[src/rtl/jk_sync_counter.sv]
// rtl/jk_sync_counter.sv - modulo up/down counter built from per-bit JK cells
//
// Each count bit is a JK flip-flop. A single "target" value is chosen by
// clear > load > en > hold, and the J/K pair of every bit is derived from
// that choice and the current count: counting toggles the bits that change,
// clear resets them, load sets/resets them, and hold leaves J=K=0.
module jk_sync_counter #(
  parameter int WIDTH   = 4,
  parameter int MODULUS = 10
) (
  input  logic             clk,
  input  logic             reset,
  input  logic             en,
  input  logic             up,
  input  logic             clear,
  input  logic             load,
  input  logic [WIDTH-1:0] load_val,
  output logic [WIDTH-1:0] count,
  output logic             tc,
  output logic             wrap
);

  // Terminal values; MOD_C carries one extra bit so MODULUS = 2**WIDTH fits.
  localparam logic [WIDTH-1:0] MAX_C = WIDTH'(MODULUS - 1);
  localparam logic [WIDTH:0]   MOD_C = (WIDTH + 1)'(MODULUS);

  logic [WIDTH-1:0] count_q, count_d;
  logic [WIDTH-1:0] step_val;
  logic [WIDTH-1:0] load_sat;
  logic [WIDTH-1:0] j, k;
  logic             wrap_q, wrap_d;
  logic             at_max, at_zero;

  // Terminal-count detection; tc is a pure function of inputs and count.
  always_comb begin
    at_max  = (count_q == MAX_C);
    at_zero = (count_q == '0);
    tc      = en & ((up & at_max) | (~up & at_zero));
  end

  // Candidate values for the count and load paths.
  always_comb begin
    if (up) begin
      step_val = at_max ? '0 : count_q + 1'b1;
    end else begin
      step_val = at_zero ? MAX_C : count_q - 1'b1;
    end
    load_sat = ({1'b0, load_val} >= MOD_C) ? MAX_C : load_val;
  end

  // J/K selection by priority; only a counting edge can report a wrap.
  always_comb begin
    j      = '0;
    k      = '0;
    wrap_d = 1'b0;
    if (clear) begin
      k = '1;
    end else if (load) begin
      j = load_sat;
      k = ~load_sat;
    end else if (en) begin
      j      = count_q ^ step_val;
      k      = count_q ^ step_val;
      wrap_d = tc;
    end
  end

  // JK cell behaviour for every bit: toggle, set, clear or hold.
  always_comb begin
    count_d = count_q;
    for (int i = 0; i < WIDTH; i++) begin
      case ({j[i], k[i]})
        2'b11:   count_d[i] = ~count_q[i];
        2'b10:   count_d[i] = 1'b1;
        2'b01:   count_d[i] = 1'b0;
        default: count_d[i] = count_q[i];
      endcase
    end
  end

  // State registers with asynchronous reset to zero.
  always_ff @(posedge clk or posedge reset) begin
    if (reset) begin
      count_q <= '0;
      wrap_q  <= 1'b0;
    end else begin
      count_q <= count_d;
      wrap_q  <= wrap_d;
    end
  end

  assign count = count_q;
  assign wrap  = wrap_q;

endmodule

[config.mk]
export PLATFORM = sky130hd
export DESIGN_NAME = jk_sync_counter
export DESIGN_NICKNAME = d
export VERILOG_FILES = /design/src/rtl/jk_sync_counter.sv
export SDC_FILE = /design/constraint.sdc
export NUM_CORES = 1
export LEC_CHECK = 0
export ABC_AREA = 1
export CELL_PAD_IN_SITES_DETAIL_PLACEMENT = 1
export CELL_PAD_IN_SITES_GLOBAL_PLACEMENT = 1
export CORE_MARGIN = 2
export CORE_UTILIZATION = 32
export CTS_CLUSTER_DIAMETER = 60
export CTS_CLUSTER_SIZE = 8
export DETAILED_ROUTE_END_ITERATION = 10
export GPL_ROUTABILITY_DRIVEN = 0
export PLACE_DENSITY = 0.9
export SLEW_MARGIN = 10
export SYNTH_ARGS = -nofsm -noshare
export SYNTH_HDL_FRONTEND = slang
export SYNTH_SLANG_ARGS = --single-unit
[constraint.sdc]
create_clock -name clk -period 3.1 [get_ports clk]
set_input_delay 0.31 -clock clk [delete_from_list [all_inputs] [get_ports clk]]
set_output_delay 0.31 -clock clk [all_outputs]
set_load 0.01 [all_outputs]
Word level (Yosys, flattened, before mapping)
Cells that the tools add are included.

operators by class
  equal/unequal tests = 13
  reductions and logical operators = 5
  bitwise logic cells = 11
  muxes and demuxes = 16
  add/sub/neg operators = 2
  magnitude comparators = 1

operator list
  cell                   count
  $mux W4                9
  $eq A2 B2 Y1 const B   8
  $pmux W1 S3            4
  $reduce_bool A3 Y1     4
  $eq A2 B1 Y1 const B   4
  $not A1 Y1             5
  $add A4 B1 Y4 const B  1
  $eq A4 B4 Y1 const B   1
  $ge A4 B4 Y1 const B   1
  $logic_not A4 Y1       1
  $not A4 Y4             1
  $sub A4 B1 Y4 const B  1
  $xor A4 B4 Y4          1
  $and A1 B1 Y1          3
  $mux W1                3
  $or A1 B1 Y1           1

word-level totals
  register bits after elaboration = 5
  output and inout bits = 6
  word-level logic and storage cells = 53

Longest topological paths before layout
Gate-level depths: netlist of run 1.

  depth in word-level cells = 9
  mapped depth = 8
  depth with buffers taken out = 8

Worst setup path after synthesis of run 1
OpenSTA, ideal clock, no wires.

  path type = register -> output
  start = register count_q[0], in the netlist count[0]
  end = output port tc
  slack = 1.667 ns
  cell stages (with the launch flop) = 7
  required time = 2.790 ns
  buffers on the path = 0
  arrival = 1.123 ns
  path through = dfrtp_1 > inv_1 > ha_1 > nand3_4 > nand2_2 > nand3_1 > inv_1

on the way
  cells in the longest elaborated chain, start to end = 4

RTL lines
  element                                           RTL line  source
  start: declaration                                27        logic [WIDTH-1:0] count_q, count_d;
  start signal: assignment                          87        count_q <= count_d;
  $eq A4 B4 Y1 or $logic_not A4 Y1 (tied branches)  36, 37
  $and A1 B1 Y1                                     38        tc = en & ((up & at_max) | (~up & at_zero));
  $or A1 B1 Y1 (*)                                  38
  $and A1 B1 Y1 (*)                                 38
  end: declaration                                  19        output logic tc,

Mark *: on every way between the ends. The rest lies on a longest branch, timed or not.

Worst setup path after layout of run 1
  start = register count_q[1], in the netlist count[1]
  end = output port tc

The elaborated chain is that of the path after synthesis.

==> Flow_metrics.wiki, run 1 <==
{| class="wikitable"
! Metric !! Value
|-
| Area share of the largest cell type after synthesis || 0.2415
|-
| Slew margin rel. || 0.7963
|-
| Yosys warns || 0
|-
| Number of enable-type register cells in the synthesized netlist || 0
|-
| Number of buffers on the longest clock path || 2
|-
| Fraction of layout instances using a drive strength above 1 || 0.1359
|-
| Global-route wire length before repair || 2587 um
|-
| Final critical-path share of the clock period || 0.7365
|-
| Ranking of synthesized cells by instance count || nand2_1, inv_1, nand3_1
|-
| Number of different library cells in the post-synthesis netlist || 16
|-
| Core utilization of the finished layout || 0.4743
|-
| Final Net Count || 117
|-
| Worst setup startpoint || count[1]
|-
| Post-layout min period || 2.283 ns
|-
| Count of buffers added by post-CTS timing repair for setup || 0
|-
| Slowest cell on the critical path || clkdlybuf4s50_1
|-
| Pin count of the biggest net entering global routing || 9
|-
| Setup slack on the worst flop-to-flop path || 1.66 ns
|-
| Overflow left after global routing || 0
|-
| Number of buffers added to fix hold violations after cts || 0
|-
| Routed length on met3 || 38 um
|-
| Diode count || 0
|-
| Die Outline Area || 0.001957 mm^2
|-
| Routed via count divided by cell count || 4.958
|-
| Number of iterations in the first detailed-routing pass || 4
|-
| Most common cell in the synthesized netlist || nand2_1
|-
| Floorplan die height || 44.24 um
|-
| Status || finished, final reports clean
|-
| Insertion delay of the later-clocked pin in the worst-skew pair || about 0.24 ns
|-
| CTS Root Buffer Type || clkbuf_4
|-
| Site Rows || 14
|-
| Slew at the pin closest to its max-slew limit || 0.3055 ns
|-
| Port-buffer cells || 15
|-
| CP Data Required Time || 2.79 ns
|-
| GRT Resource Usage Total || 0.1782
|-
| Achievable Freq || about 440 MHz
|-
| TritonCTS sink count || 5
|-
| Setup skew after layout || 0.005964 ns
|-
| Share of the yosys chip area belonging to registers || 0.2415
|-
| Area grow syn2layout || 37.92%
|-
| Drt total wl || around 1500 um
|-
| Setup_tns || 0 ns
|-
| Initial antenna violation count || 0
|-
| Kind of cell adding the most delay to the critical path || buffers and inverters
|-
| Number of global-route vias before repair || just under 600
|-
| Initial standard-cell utilization of the core || 0.3439
|-
| Depth of the worst register-to-register path || 8
|-
| CTS buffer count || 3
|-
| R2R Path Start || count[0]
|-
| Slowest stage delay, CP || 0.53 ns
|-
| Maximum Capacitance Violations || 0
|-
| IO Count || 16
|-
| Startpoint types || register
|-
| Mean area per synthesized cell || 6.167 um^2
|-
| Cell types occupying the most area after synthesis || dfrtp_1, nand2_1, nand3_1
|-
| WL/cell || 12.39 um
|-
| Yosys top cell by area || dfrtp_1
|-
| Cells along the critical path || inv_1 -> ha_1 -> nand3_4 -> nand2_2 -> nand3_1 -> inv_1 -> clkdlybuf4s50_1
|-
| Dominant register cell in the synthesized netlist || dfrtp_1
|-
| H-tree depth || 1
|-
| Total power per unit cell area || 350.0 mW/mm^2
|-
| Fraction of synthesis flops using an asynchronous set or reset pin || 1.000
|-
| DRC Markers || 0
|-
| Destination of the worst register-to-register timing path || count[3]
|-
| Worst path bufs/invs || 3
|-
| Die Width || 44.24 um
|-
| Final setup violation count || 0
|-
| CP Capture Type || output pin
|-
| Highest ir drop seen on vdd || around 310 uV
|-
| Maximum net fanout on the critical path || 5
|-
| Path length in cells of the critical path || 7
|-
| DRT antenna net count || 0
|-
| Violation count after the first detailed-route iteration || 3
|-
| Flop and latch count out of synthesis || 5
|-
| Post-DP HPWL || 1265 um
|-
| Total of cells resized after clock tree synthesis || 0
|-
| Area of the mapped netlist || 518.0 um^2
|-
| CTS tree || done
|-
| Final hold viol count || 0
|-
| Top layer in use || met4
|-
| Most used cell, CP || inv_1
|-
| Clock-pin transition on the worst setup and hold timing paths || 0.04 ns
|-
| Worst hold-check path type || input pin to asynchronous set/reset pin
|-
| Endpoint of the most critical setup path || tc
|-
| Total vias in the final route || 590
|-
| Reported leakage power || around 0.00036 uW
|-
| Net Count, Synth || 97
|-
| Met1 wire length || 709 um
|-
| Synthesized instance count || 84
|-
| Length of routed met2 wiring || between 700 and 800 um
|-
| Area inside the core boundary || 0.001506 mm^2
|-
| Critical path class || register to output pin
|-
| Critical Path AT || 1.97 ns
|-
| Setup repair after global routing missed its margin || no
|-
| Max Slew Vio Count || 0
|}
## worst register-to-register path, delay by kind of cell, from the launching register on
kind	cells	cell delay [ns]
flip-flops	1	0.48
AND/OR/NAND/NOR	6	0.42
adder cells (fa/ha/maj)	1	0.27
buffers and inverters	1	0.13
## state kept, by name, indices dropped and copies added (netlist names)
| register | flops |
|---|---|
| count | 4 |
| wrap | 1 |
## cells by family (layout without fill, tap and decap cells)
logic type / after synthesis / count (layout) / synth area share
simple gates: 52 / 52 / 0.4831
flops: 5 / 5 / 0.2415
compound gates: 9 / 9 / 0.09419
fa+ha+maj: 3 / 3 / 0.07247
buf+inv: 15 / 34 / 0.1087
## power breakdown
part / total, uW / leakage [uW] / switching (uW) / internal (uW)
clock: 72.8 / 0.0000150 / 24.4 / 48.5
sequential: 81.7 / 0.0000657 / 11.1 / 70.6
combinational: 95.5 / 0.000284 / 52.0 / 43.5
total: 250 / 0.000364 / 87.5 / 163
## worst min-delay path by stage
stage | end | depth (start not counted)
floorplan | count[0] | 1
global placement | count[2] | 2
detailed placement | wrap | 2
CTS | wrap | 2
global route | wrap | 2
finish | wrap | 2
## cell type report
class,count,area [um^2]
clock buffer,4,26.28
fill,208,792.0
inverter,15,56.30
multi-input combinational,64,336.6
sequential,5,125.1
tap,16,20.02
timing repair buffer,15,150.1
## per-layer routing
| layer | vias to the layer above | global-route usage |
|---|---|---|
| li1 | 307 | - |
| met1 | 271 | 0.2331 |
| met2 | 10 | 0.3000 |
| met3 | 2 | 0.05306 |
| met4 | 0 | 0.01818 |
| met5 | - | 0 |
## stage by stage
| stage | power, uW | instances | area [um^2] | setup slack [ns] | hold slack (ns) |
|---|---|---|---|---|---|
| floorplan | 135.7 | 84 | 518.0 | 1.667 | 0.08852 |
| global placement | 175.7 | 115 | 688.2 | 1.031 | 0.5143 |
| detailed placement | 178.6 | 115 | 688.2 | 0.9875 | 0.5233 |
| CTS | 254.8 | 119 | 714.4 | 0.7947 | 0.2604 |
| global route | 272.8 | 119 | 714.4 | 0.6804 | 0.2782 |
| finish | 250.0 | 119 | 714.4 | 0.8169 | 0.2592 |
## cells in the final DEF, fill, tap and decap left out
| cell type | count |
|---|---|
| o21ai_2 | 1 |
| clkdlybuf4s50_1 | 15 |
| nor2_1 | 10 |
| inv_1 | 12 |
| ha_1 | 3 |
| nand2_2 | 3 |
| a21oi_1 | 3 |
| o21ai_0 | 3 |
| nand3_2 | 2 |
| clkbuf_1 | 1 |
| inv_2 | 3 |
| clkbuf_4 | 3 |
| nand3_4 | 1 |
| o21ai_1 | 2 |
| nand4_1 | 2 |
| nand2_1 | 22 |
| nand3_1 | 11 |
| dfrtp_1 | 5 |
| nor2_2 | 1 |
Power figures use the tool's default switching activity.
==> run 2, diff against run 1 <==
--- a/config.mk
+++ b/config.mk
@@ -9,12 +9,12 @@
 export CELL_PAD_IN_SITES_DETAIL_PLACEMENT = 1
 export CELL_PAD_IN_SITES_GLOBAL_PLACEMENT = 1
 export CORE_MARGIN = 2
-export CORE_UTILIZATION = 32
+export CORE_UTILIZATION = 27
 export CTS_CLUSTER_DIAMETER = 60
 export CTS_CLUSTER_SIZE = 8
 export DETAILED_ROUTE_END_ITERATION = 10
 export GPL_ROUTABILITY_DRIVEN = 0
-export PLACE_DENSITY = 0.9
+export PLACE_DENSITY = 0.82
 export SLEW_MARGIN = 10
 export SYNTH_ARGS = -nofsm -noshare
 export SYNTH_HDL_FRONTEND = slang
==> constraint.sdc (replaced) <==
create_clock -name clk -period 2 [get_ports clk]
set_input_delay 0.2 -clock clk [delete_from_list [all_inputs] [get_ports clk]]
set_output_delay 0.2 -clock clk [all_outputs]
set_load 0.01 [all_outputs]
==> run 2 against run 1 <==
First-iteration DRC count rose to 3.3 times the previous value; sequential cell count unchanged; sequential share of layout area down 1.4 points; clock skew up 0.0011 ns; critical endpoint unchanged; hold slack worse by 0.10 ns; largest cell class unchanged; utilization down 3.4 points; clock power up 62%; via count up 5.9%; non-clock buffer count up 5; design area up 8.8%.
==> Flow_metrics.wiki, run 2 (synthesis gave the netlist of run 1 again) <==
{| class="wikitable"
! Metric !! Value
|-
| Critical Path AT || 1.61 ns
|-
| Power share of the sequential group || 0.303
|-
| Worst hold-check path type || input pin to asynchronous set/reset pin
|-
| Commonest cells after routing, fill and taps aside || nand2_1, clkdlybuf4s50_1, inv_1, nand3_1, nor2_1
|-
| CTS Root Buffer Type || clkbuf_4
|-
| TritonCTS sink count || 5
|-
| CTS buffer count || 3
|-
| Fraction of layout instances using a drive strength above 1 || 0.2037
|-
| H-tree depth || 1
|-
| Slowest cell on the critical path || dfrtp_1
|-
| Setup skew after layout || 0.007026 ns
|-
| Reported leakage power || 0.0003916 uW
|-
| Path length in cells of the critical path || 7
|-
| CP Data Required Time || 1.80 ns
|-
| Final setup violation count || 0
|-
| GRT Resource Usage Total || 0.1623
|-
| Drt total wl || ~1700 um
|-
| DRC Markers || 0
|-
| Pin count of the biggest net entering global routing || 8
|-
| Achievable Freq || 551.4 MHz
|-
| Final Net Count || 122
|-
| Total power per unit cell area || roughly 530 mW/mm^2
|-
| Number of buffers on the longest clock path || 2
|-
| Startpoint types || register
|-
| R2R Path Start || count[0]
|-
| Slew at the pin closest to its max-slew limit || between 0.3 and 0.4 ns
|-
| Worst setup startpoint || count[1]
|-
| Final critical-path share of the clock period || 0.9068
|-
| Setup slack on the worst flop-to-flop path || just over 0.7 ns
|-
| Max Slew Vio Count || 0
|-
| Layout fillers || 246
|-
| Critical path class || register to output pin
|-
| Setup_tns || 0 ns
|-
| Pint || ~260 uW
|-
| Net switching component of the power || 146.1 uW
|-
| Maximum Capacitance Violations || 0
|-
| Maximum net fanout on the critical path || 4
|-
| Die Width || 47.80 um
|-
| Pre-CTS WS || 0.07205 ns
|-
| IO Count || 16
|-
| WL/cell || 12.50 um
|-
| Largest register FFs || 4
|-
| Fraction of power spent switching nets || 0.3575
|-
| Number of buffers added to fix hold violations after cts || 0
|-
| Destination of the worst register-to-register timing path || count[3]
|-
| Final hold viol count || 0
|-
| Cells along the critical path || inv_2 -> ha_2 -> nand3_2 -> nand2_2 -> nand3_1 -> inv_1 -> dlygate4sd2_1
|-
| Total vias in the final route || 625
|-
| Kind of cell adding the most delay to the critical path || buffers and inverters
|-
| Part of the power in combinational logic || 0.408
|-
| Number of iterations in the first detailed-routing pass || 4
|-
| Clock group share of total power || 0.289
|-
| Violation count after the first detailed-route iteration || 10
|-
| Site Rows || 15
|-
| Number of global-route vias before repair || ~600
|-
| CP Capture Type || output pin
|-
| Status || finished, final reports clean
|-
| Final critical-path setup slack || 0.1865 ns
|-
| Total power of the final layout || about 410 uW
|-
| DRT antenna net count || 0
|-
| Slowest stage delay, CP || just under 0.4 ns
|-
| Clock-pin transition on the worst setup and hold timing paths || approximately 0.050 ns
|-
| Worst path bufs/invs || 3
|-
| Area grow syn2layout || 50.00%
|-
| Slew margin rel. || 0.7995
|-
| Initial standard-cell utilization of the core || 0.2936
|-
| Routed via count divided by cell count || 4.699
|-
| Depth of the worst register-to-register path || 8
|-
| Initial antenna violation count || 0
|-
| Port-buffer cells || 15
|-
| Highest ir drop seen on vdd || 496.7 uV
|-
| Die Outline Area || 0.002285 mm^2
|-
| Diode count || 0
|-
| Overflow left after global routing || 0
|-
| Insertion delay of the later-clocked pin in the worst-skew pair || 0.25 ns
|-
| Floorplan die height || 47.80 um
|-
| Setup repair after global routing missed its margin || no
|-
| Post-DP HPWL || 1349 um
|-
| Post-layout min period || 1.814 ns
|-
| Endpoint of the most critical setup path || tc
|-
| Global-route wire length before repair || 2539 um
|-
| CTS tree || done
|-
| Area inside the core boundary || 0.001764 mm^2
|-
| Commonest non-fill, non-tap cell in the layout || nand2_1
|}
-- run 2: changes by cell type in the layout (fill, tap and decap cells not counted) --
| cell | previous run | this run |
|---|---|---|
| inv_1 | 12 | 11 |
| dlygate4sd2_1 | 0 | 1 |
| ha_4 | 0 | 1 |
| inv_2 | 3 | 4 |
| clkdlybuf4s50_1 | 15 | 14 |
| ha_2 | 0 | 1 |
| buf_4 | 0 | 5 |
| ha_1 | 3 | 1 |
-- run 2: worst min-delay path by stage --
stage | cells after the start | slack [ns] | end | startpoint
floorplan | 1 | -0.02 | count[0] | reset
global placement | 2 | 0.40 | count[3] | reset
detailed placement | 2 | 0.42 | count[3] | reset
CTS | 2 | 0.15 | count[1] | reset
global route | 2 | 0.16 | count[0] | reset
finish | 2 | 0.15 | count[1] | reset
-- run 2: power by group through the flow --
stage	logic, uW	clock network [uW]	registers, uW
3_3_place_gp	152	0	125
3_5_place_dp	157	0	126
6_report	167	118	124
2_1_floorplan	83.9	0	126
5_1_grt	185	128	125
4_1_cts	166	122	124
-- run 2: layout make-up --
cell class              instances  area, um^2  area share
well taps                      25       31.28     0.04026
repair buffers                 20       186.4      0.2399
multi-input cells              64       351.6      0.4525
flip-flops and latches          5       125.1      0.1610
inverters                      15       56.30     0.07246
clock buffers                   4       26.28     0.03382
-- run 2: timing repair --
item / 4_1_cts / 5_1_grt
setup buffers: 3 / 0
endpoints found under the setup margin: 1 / 0
hold endpoints to repair: 0 / 0
resized for setup: 5 / 0
-- run 2: stage by stage --
step,hold WS (ns),area (um^2),instances,util
2_1_floorplan,-0.02148,518.0,84,-
3_3_place_gp,0.4050,714.4,126,0.4050
3_5_place_dp,0.4173,714.4,126,0.4050
4_1_cts,0.1528,777.0,133,0.4404
5_1_grt,0.1626,777.0,133,0.4404
6_report,0.1545,777.0,133,0.4404
-- run 2: metal layers --
layer,GRT usage,routed length [um],share of wire,up-vias
met3,0.04528,50,0.030,2
met1,0.2018,753,0.45,295
met2,0.2800,847,0.51,12
li1,-,-,-,316
met4,0.03243,11,0.0066,0
met5,0,0,0,-
==> run 3, diff against run 2 <==
--- a/config.mk
+++ b/config.mk
@@ -6,15 +6,16 @@
 export NUM_CORES = 1
 export LEC_CHECK = 0
 export ABC_AREA = 1
+export CAP_MARGIN = 20
 export CELL_PAD_IN_SITES_DETAIL_PLACEMENT = 1
 export CELL_PAD_IN_SITES_GLOBAL_PLACEMENT = 1
 export CORE_MARGIN = 2
 export CORE_UTILIZATION = 27
-export CTS_CLUSTER_DIAMETER = 60
+export CTS_CLUSTER_DIAMETER = 100
 export CTS_CLUSTER_SIZE = 8
 export DETAILED_ROUTE_END_ITERATION = 10
 export GPL_ROUTABILITY_DRIVEN = 0
-export PLACE_DENSITY = 0.82
+export PLACE_DENSITY = 0.73
 export SLEW_MARGIN = 10
 export SYNTH_ARGS = -nofsm -noshare
 export SYNTH_HDL_FRONTEND = slang
==> run 3 against run 2 <==
Largest cell class unchanged; hold slack improved by 0.020 ns; cell count increased by 0.75%; total power increased by 2.6%; largest power group unchanged; die area unchanged; highest routed layer unchanged; first-iteration DRC count decreased by 50%.
==> Flow_metrics.wiki, run 3 (synthesis gave the netlist of run 1 again) <==
{| class="wikitable"
! Metric !! Value
|-
| Pint || 268.9 uW
|-
| Worst hold-check path type || input pin to asynchronous set/reset pin
|-
| TritonCTS sink count || 5
|-
| Total vias in the final route || 645
|-
| GRT Resource Usage Total || 0.1872
|-
| Die Outline Area || approximately 0.0023 mm^2
|-
| Area inside the core boundary || 0.001764 mm^2
|-
| Initial standard-cell utilization of the core || 0.2936
|-
| Setup skew after layout || 0.003306 ns
|-
| Fraction of layout instances using a drive strength above 1 || 0.2294
|-
| Port-buffer cells || 15
|-
| Pin count of the biggest net entering global routing || 8
|-
| Maximum Capacitance Violations || 0
|-
| Slew at the pin closest to its max-slew limit || between 0.2 and 0.3 ns
|-
| Site Rows || 15
|-
| WL/cell || 13.31 um
|-
| Status || finished, final reports clean
|-
| Final Net Count || 123
|-
| Routed via count divided by cell count || 4.813
|-
| Startpoint types || register
|-
| Highest ir drop seen on vdd || 365.3 uV
|-
| CTS tree || done
|-
| CTS Root Buffer Type || clkbuf_4
|-
| Part of the power in combinational logic || 0.426
|-
| Area grow syn2layout || 51.69%
|-
| Commonest cells after routing, fill and taps aside || nand2_1, clkdlybuf4s50_1, nand3_1, inv_1, nor2_1
|-
| Setup_tns || 0 ns
|-
| IO Count || 16
|-
| Die Width || 47.80 um
|-
| Core utilization of the finished layout || 0.4454
|-
| Final critical-path share of the clock period || 0.8922
|-
| Final hold viol count || 0
|-
| DRC Markers || 0
|-
| Slew margin rel. || 0.8096
|-
| Reported leakage power || 0.0003954 uW
|-
| Maximum net fanout on the critical path || 4
|-
| Initial antenna violation count || 0
|-
| Commonest non-fill, non-tap cell in the layout || nand2_1
|-
| Achievable Freq || between 500 and 600 MHz
|-
| Critical path class || register to output pin
|-
| Total power per unit cell area || 533.3 mW/mm^2
|-
| Final setup violation count || 0
|-
| Floorplan die height || around 48 um
|-
| Number of buffers on the longest clock path || 2
|-
| Total power of the final layout || 419.0 uW
|-
| Net switching component of the power || 150.1 uW
|-
| Number of global-route vias before repair || 635
|-
| Clock group share of total power || 0.283
|-
| H-tree depth || 1
|-
| Max Slew Vio Count || 0
|-
| CP Capture Type || output pin
|-
| Setup repair after global routing missed its margin || no
|-
| Setup slack on the worst flop-to-flop path || 0.74 ns
|-
| DRT antenna net count || 0
|-
| Critical Path AT || 1.58 ns
|-
| Drt total wl || ~1800 um
|-
| Largest register FFs || 4
|-
| Insertion delay of the later-clocked pin in the worst-skew pair || around 0.25 ns
|-
| Post-DP HPWL || 1376 um
|-
| Number of iterations in the first detailed-routing pass || 4
|-
| CP Data Required Time || 1.80 ns
|-
| CTS buffer count || 3
|-
| Global-route wire length before repair || ~2800 um
|-
| Clock-pin transition on the worst setup and hold timing paths || 0.04 ns
|-
| Diode count || 0
|-
| Fraction of power spent switching nets || 0.3583
|-
| Overflow left after global routing || 0
|-
| Violation count after the first detailed-route iteration || 5
|-
| Post-layout min period || 1.784 ns
|-
| Power share of the sequential group || 0.291
|}
## run 3: final timing paths
| path | startpoint | endpoint | cells past startpoint |
|---|---|---|---|
| min | reset | count[1] | 2 |
| max in group asynchronous | reset | count[0] | 2 |
| max | count[1] | tc | 7 |
| min in group clk | en | wrap | 3 |
| max reg2reg | count[0] | count[2] | 7 |
| min reg2reg | count[2] | count[2] | 3 |
## run 3: final cells by class
type                            count  area, um^2
Timing Repair Buffer               21       193.9
Tap cell                           25       31.28
Clock buffer                        4       26.28
Sequential cell                     5       126.4
Inverter                           15       56.30
Multi-Input combinational cell     64       351.6
Fill cell                         255       978.4
## run 3: layer usage
| metal | wire [um] | share of wire | GRT usage | up-vias |
|---|---|---|---|---|
| li1 | - | - | - | 318 |
| met1 | 799 | 0.45 | 0.2207 | 308 |
| met2 | 891 | 0.50 | 0.3200 | 15 |
| met3 | 52 | 0.029 | 0.03396 | 4 |
| met4 | 40 | 0.022 | 0.09730 | 0 |
| met5 | 0 | 0 | 0 | - |
## run 3: critical path, stage by stage, from the launching register on
cell	delay (ns)
dfrtp_1	0.38
inv_2	0.11
ha_2	0.21
nand3_2	0.10
nand2_2	0.10
nand3_1	0.10
inv_1	0.07
dlygate4sd2_1	0.26
## run 3: power groups by stage
stage	Sequential, uW	Combinational [uW]	Clock [uW]
3_3_place_gp	124	158	0
4_1_cts	122	177	123
6_report	122	178	119
2_1_floorplan	126	83.9	0
5_1_grt	123	197	129
3_5_place_dp	125	160	0
## run 3: what timing repair did
item | CTS | global route
resized for setup | 7 | 0
endpoints found under the setup margin | 1 | 0
buffers inserted | 4 | 0
hold buffers | 0 | 0
## run 3: metrics by stage
| stage | setup WS, ns | hold slack [ns] | area (um^2) | cells |
|---|---|---|---|---|
| 2_1_floorplan | 0.6768 | -0.02148 | 518.0 | 84 |
| 3_3_place_gp | 0.1311 | 0.4053 | 714.4 | 126 |
| 3_5_place_dp | 0.07851 | 0.4139 | 714.4 | 126 |
| 4_1_cts | 0.2257 | 0.1695 | 785.8 | 134 |
| 5_1_grt | 0.1041 | 0.2003 | 785.8 | 134 |
| 6_report | 0.2156 | 0.1743 | 785.8 | 134 |
==> patch 1, RTL diff (settings of run 3) <==
Change the parameter `WIDTH` from 4 to 5.
--- a/src/rtl/jk_sync_counter.sv
+++ b/src/rtl/jk_sync_counter.sv
@@ -7,3 +7,3 @@
 module jk_sync_counter #(
-  parameter int WIDTH   = 4,
+  parameter int WIDTH   = 5,
   parameter int MODULUS = 10
Interface: changed (resized count and load_val); port bits go from 16 to 18. The function was not compared with the original's and may differ.
==> patch 1 against run 3 <==
Total power is 3.2% higher; clock skew is 0.0020 ns lower; synthesized cell count is 11% higher; worst hold slack worse by 0.0086 ns; global-route usage is 2.7 points lower; sequential share of layout area is 1.5 points higher; worst setup slack worse by 0.099 ns; synthesized area is 15% higher; cell area is 8.8% higher; sequential cell count is 1 higher; largest power group unchanged; wire length is 1.9% higher; non-clock buffer count is 2 higher; highest routed layer unchanged.
==> patch 1: results (changes against run 3) <==
crit_fanout: 6  # +2
grt_pass1_wl_mm: 3.132  # +11%
largest_reg_flops: 5  # +1
io_buffers: 17  # +2
post-place-ws_ns: 0.07730  # -0.001214 ns
layout.nets: 133  # +8.1%
yosysUniqueCellTypes: 23  # +7
status: "finished clean"
use_met2_pct: 28.79  # -3.2 points
yosysSeqAreaShare_pct: 25.16  # +1.0 points
critPathArrivalTime_ns: 1.68  # +0.10 ns
drt_iter0_markers: 10  # +5
synthTopCellsByArea: "dfrtp_1 (25%), nand3_1 (14%), nand2_1 (13%)"
drive_gt1_share_pct: 17.95  # -5.0 points
synth_compound_area_share_pct: 11.32  # +1.9 points
final_cells: 145  # +8.2%
syn-num-nets: 107  # +10%
sequentialPowerShare_pct: 32.9  # +3.8 points
grt_use_met3_pct: 2.047  # -1.3 points
cts_resized: 3  # -4
vias: 693  # +7.4%
place_inst: 141  # +12%
maxSlewHeadroom_pct: 82.70  # +1.7 points
critical_path.max_stage_delay_ns: 0.44  # +0.06 ns
crit_family: "flip-flops"
grt_max_degree: 9  # +1
post_synth_fa_ha_maj_area_fraction_pct: 6.289  # -0.96 points
post_cts_buffers: 1  # -3
use_met1_pct: 18.38  # -3.7 points
-- patch 1: cell types whose count changed in the layout (fill, tap and decap cells not counted), sizes merged, moves of 2 or more --
cell,change
nand3,+4
nor2,-2
o21ai,-2
inv,+2
clkdlybuf4s50,+2
a21oi,+3
nand2,-2
-- patch 1: path summary, 6_finish.rpt --
path                                  start       end  slack, ns  cells after the start
worst max-delay path               count[0]        tc       0.12                      8
worst min-delay path                  reset      wrap       0.17                      2
worst max register to register     count[0]  count[2]       0.60                     10
worst min register to register     count[0]  count[0]       0.63                      2
max in group asynchronous             reset  count[0]       1.64                      2
min in group clk                load_val[0]  count[0]       0.60                      3
-- patch 1: final cells by class --
cell class	count	area, sq um	area share, %
multi-input combinational	68	369.1	43.19
clock buffer	3	22.52	2.635
tap	28	35.03	4.100
timing repair buffer	23	214.0	25.04
sequential	6	150.1	17.57
inverter	17	63.81	7.467
-- patch 1: metal layers --
layer  vias up  wire, um
li1        347         -
met1       320       749
met2        21       918
met3         5       103
met4         0        47
met5         -         0
==> patch 2, RTL diff (settings of run 3) <==
Made on the original files. The output `wrap` loses its register stage (`wrap_q` becomes a continuous assignment).
--- a/src/rtl/jk_sync_counter.sv
+++ b/src/rtl/jk_sync_counter.sv
@@ -84,8 +84,8 @@
       count_q <= '0;
-      wrap_q  <= 1'b0;
     end else begin
       count_q <= count_d;
-      wrap_q  <= wrap_d;
     end
   end
+
+  assign wrap_q = wrap_d;
 
Function: changed (Yosys sat finds a counterexample within 4 cycles, from zero or initial values and one cycle with reset high).
==> patch 2 against run 3 <==
Register-to-register slack got worse by 0.20 ns; wire length decreased by 12%; non-clock buffer count decreased by 2; synthesized cell count decreased by 3.6%; total power decreased by 10%; fmax increased by 1.8%; sequential power decreased by 16%; synthesized area decreased by 2.7%; sequential cell count decreased by 1; cell area decreased by 6.2%; worst setup slack improved by 0.032 ns; clock power decreased by 18%; sequential share of layout area decreased by 2.5 points; highest routed layer is now met3.
==> patch 2: results (changes against run 3) <==
status: "finished clean"
synthTopCellsByArea: "dfrtp_1 (20%), nand2_1 (13%), nand3_1 (11%)"
peakVddDrop_uv: 263.6  # -28%
layout.nets: 117  # -4.9%
n_all_inverters: 14  # -1
cp-end-kind: "output port"
dp_hpwl_mm: 1.319  # -4.1%
drive_gt1_share_pct: 17.65  # -5.3 points
num-nonclk-buffers: 19  # -9.5%
p_leak_uw: 0.0003675  # -7.1%
drt-total-wl_mm: 1.573  # -12%
num-multi-input-gates: 62  # -3.1%
dr_wl_met2_um: 800  # -10%
dr.pass1.iters: 4  # unchanged
grt_pass1_wl_mm: 2.697  # -4.4%
use_met1_pct: 21.38  # -0.69 points
fin_skew_ns: 0.002331  # -0.0009747 ns
synth_common_cells: "nand2_1 (18), inv_1 (12), nand3_1 (11)"
grt_use_met3_pct: 4.615  # +1.2 points
yosysUniqueCellTypes: 19  # +3
final_cells: 127  # -5.2%
critPathArrivalTime_ns: 1.55  # -0.03 ns
area_share_nonclk_buffers_pct: 24.62  # -0.064 points
met3_length_um: 63  # +21%
vias: 611  # -5.3%
use_met2_pct: 30.14  # -1.9 points
synth_compound_area_share_pct: 11.66  # +2.2 points
worstMarginPinSlew_ns: 0.2419  # -0.04260 ns
fillers: 242  # -5.1%
m1WireLength_um: 709  # -11%
layout.clock.cell_area_share_pct: 3.056  # -0.29 points
grt_max_degree: 9  # +1
grt_pass1_vias: 630  # -0.79%
grt_usage_pct: 17.42  # -1.3 points
syn-num-nets: 94  # -3.1%
yosysSeqAreaShare_pct: 19.85  # -4.3 points
path_clk_slew_ns: 0.04  # about the same
insertion_delay_ns: 0.23  # -0.02 ns
post_synth_fa_ha_maj_area_fraction_pct: 7.444  # +0.20 points
seq_area_sq_um: 100.1  # -21%
synthCells: 81  # -3.6%
topRoutingLayerUsed: "met3"
cts_sinks: 4  # -1
drt_iter0_markers: 20  # +15
multi_input_area_sq_um: 349.1  # -0.71%
-- patch 2: power breakdown --
group | internal, uW | switching [uW] | leakage, uW | total (uW)
clock network | 66.9 | 30.7 | 0.0000138 | 97.7
registers | 90.5 | 12.3 | 0.0000515 | 103
logic | 79.8 | 95.7 | 0.000302 | 176
total | 237 | 139 | 0.000367 | 376
-- patch 2: what timing repair did --
| action | in CTS | in global routing |
|---|---|---|
| setup endpoints to repair | 1 | 1 |
| endpoints found under the hold margin | 0 | 0 |
| hold buffers | 0 | 0 |
| resized for setup | 1 | 2 |
| setup buffers | 0 | 0 |
-- patch 2: final timing paths --
check                                 start  endpoint  slack (ns)  depth (start not counted)
min in group clk                load_val[0]  count[0]        0.67                          5
worst max register to register     count[0]  count[1]        0.54                         10
worst max-delay path               count[0]      wrap        0.25                          7
worst min-delay path                  reset  count[0]        0.15                          2
max in group asynchronous             reset  count[2]        1.71                          2
worst min register to register     count[1]  count[1]        0.67                          3
-- patch 2: per-stage QoR --
stage | setup slack (ns) | instance area [sq um] | power, uW | hold slack [ns] | utilization (%)
4_1_cts | 0.006020 | 732.0 | 379.1 | 0.1503 | 41.94
3_3_place_gp | 0.1559 | 710.7 | 276.0 | 0.3867 | 40.72
2_1_floorplan | 0.6211 | 504.2 | 199.5 | -0.03392 | -
6_report | 0.2479 | 737.0 | 376.0 | 0.1486 | 42.22
3_5_place_dp | 0.1584 | 710.7 | 279.7 | 0.3958 | 40.72
5_1_grt | 0.1069 | 737.0 | 409.6 | 0.1647 | 42.22
-- patch 2: critical path: stages (launching register included) --
cell and delay (ns):
dfrtp_1 0.39, inv_1 0.09, ha_2 0.20, nand2_2 0.09
nand2_1 0.10, nand3_1 0.09, nor2_1 0.10, dlygate4sd2_1 0.27
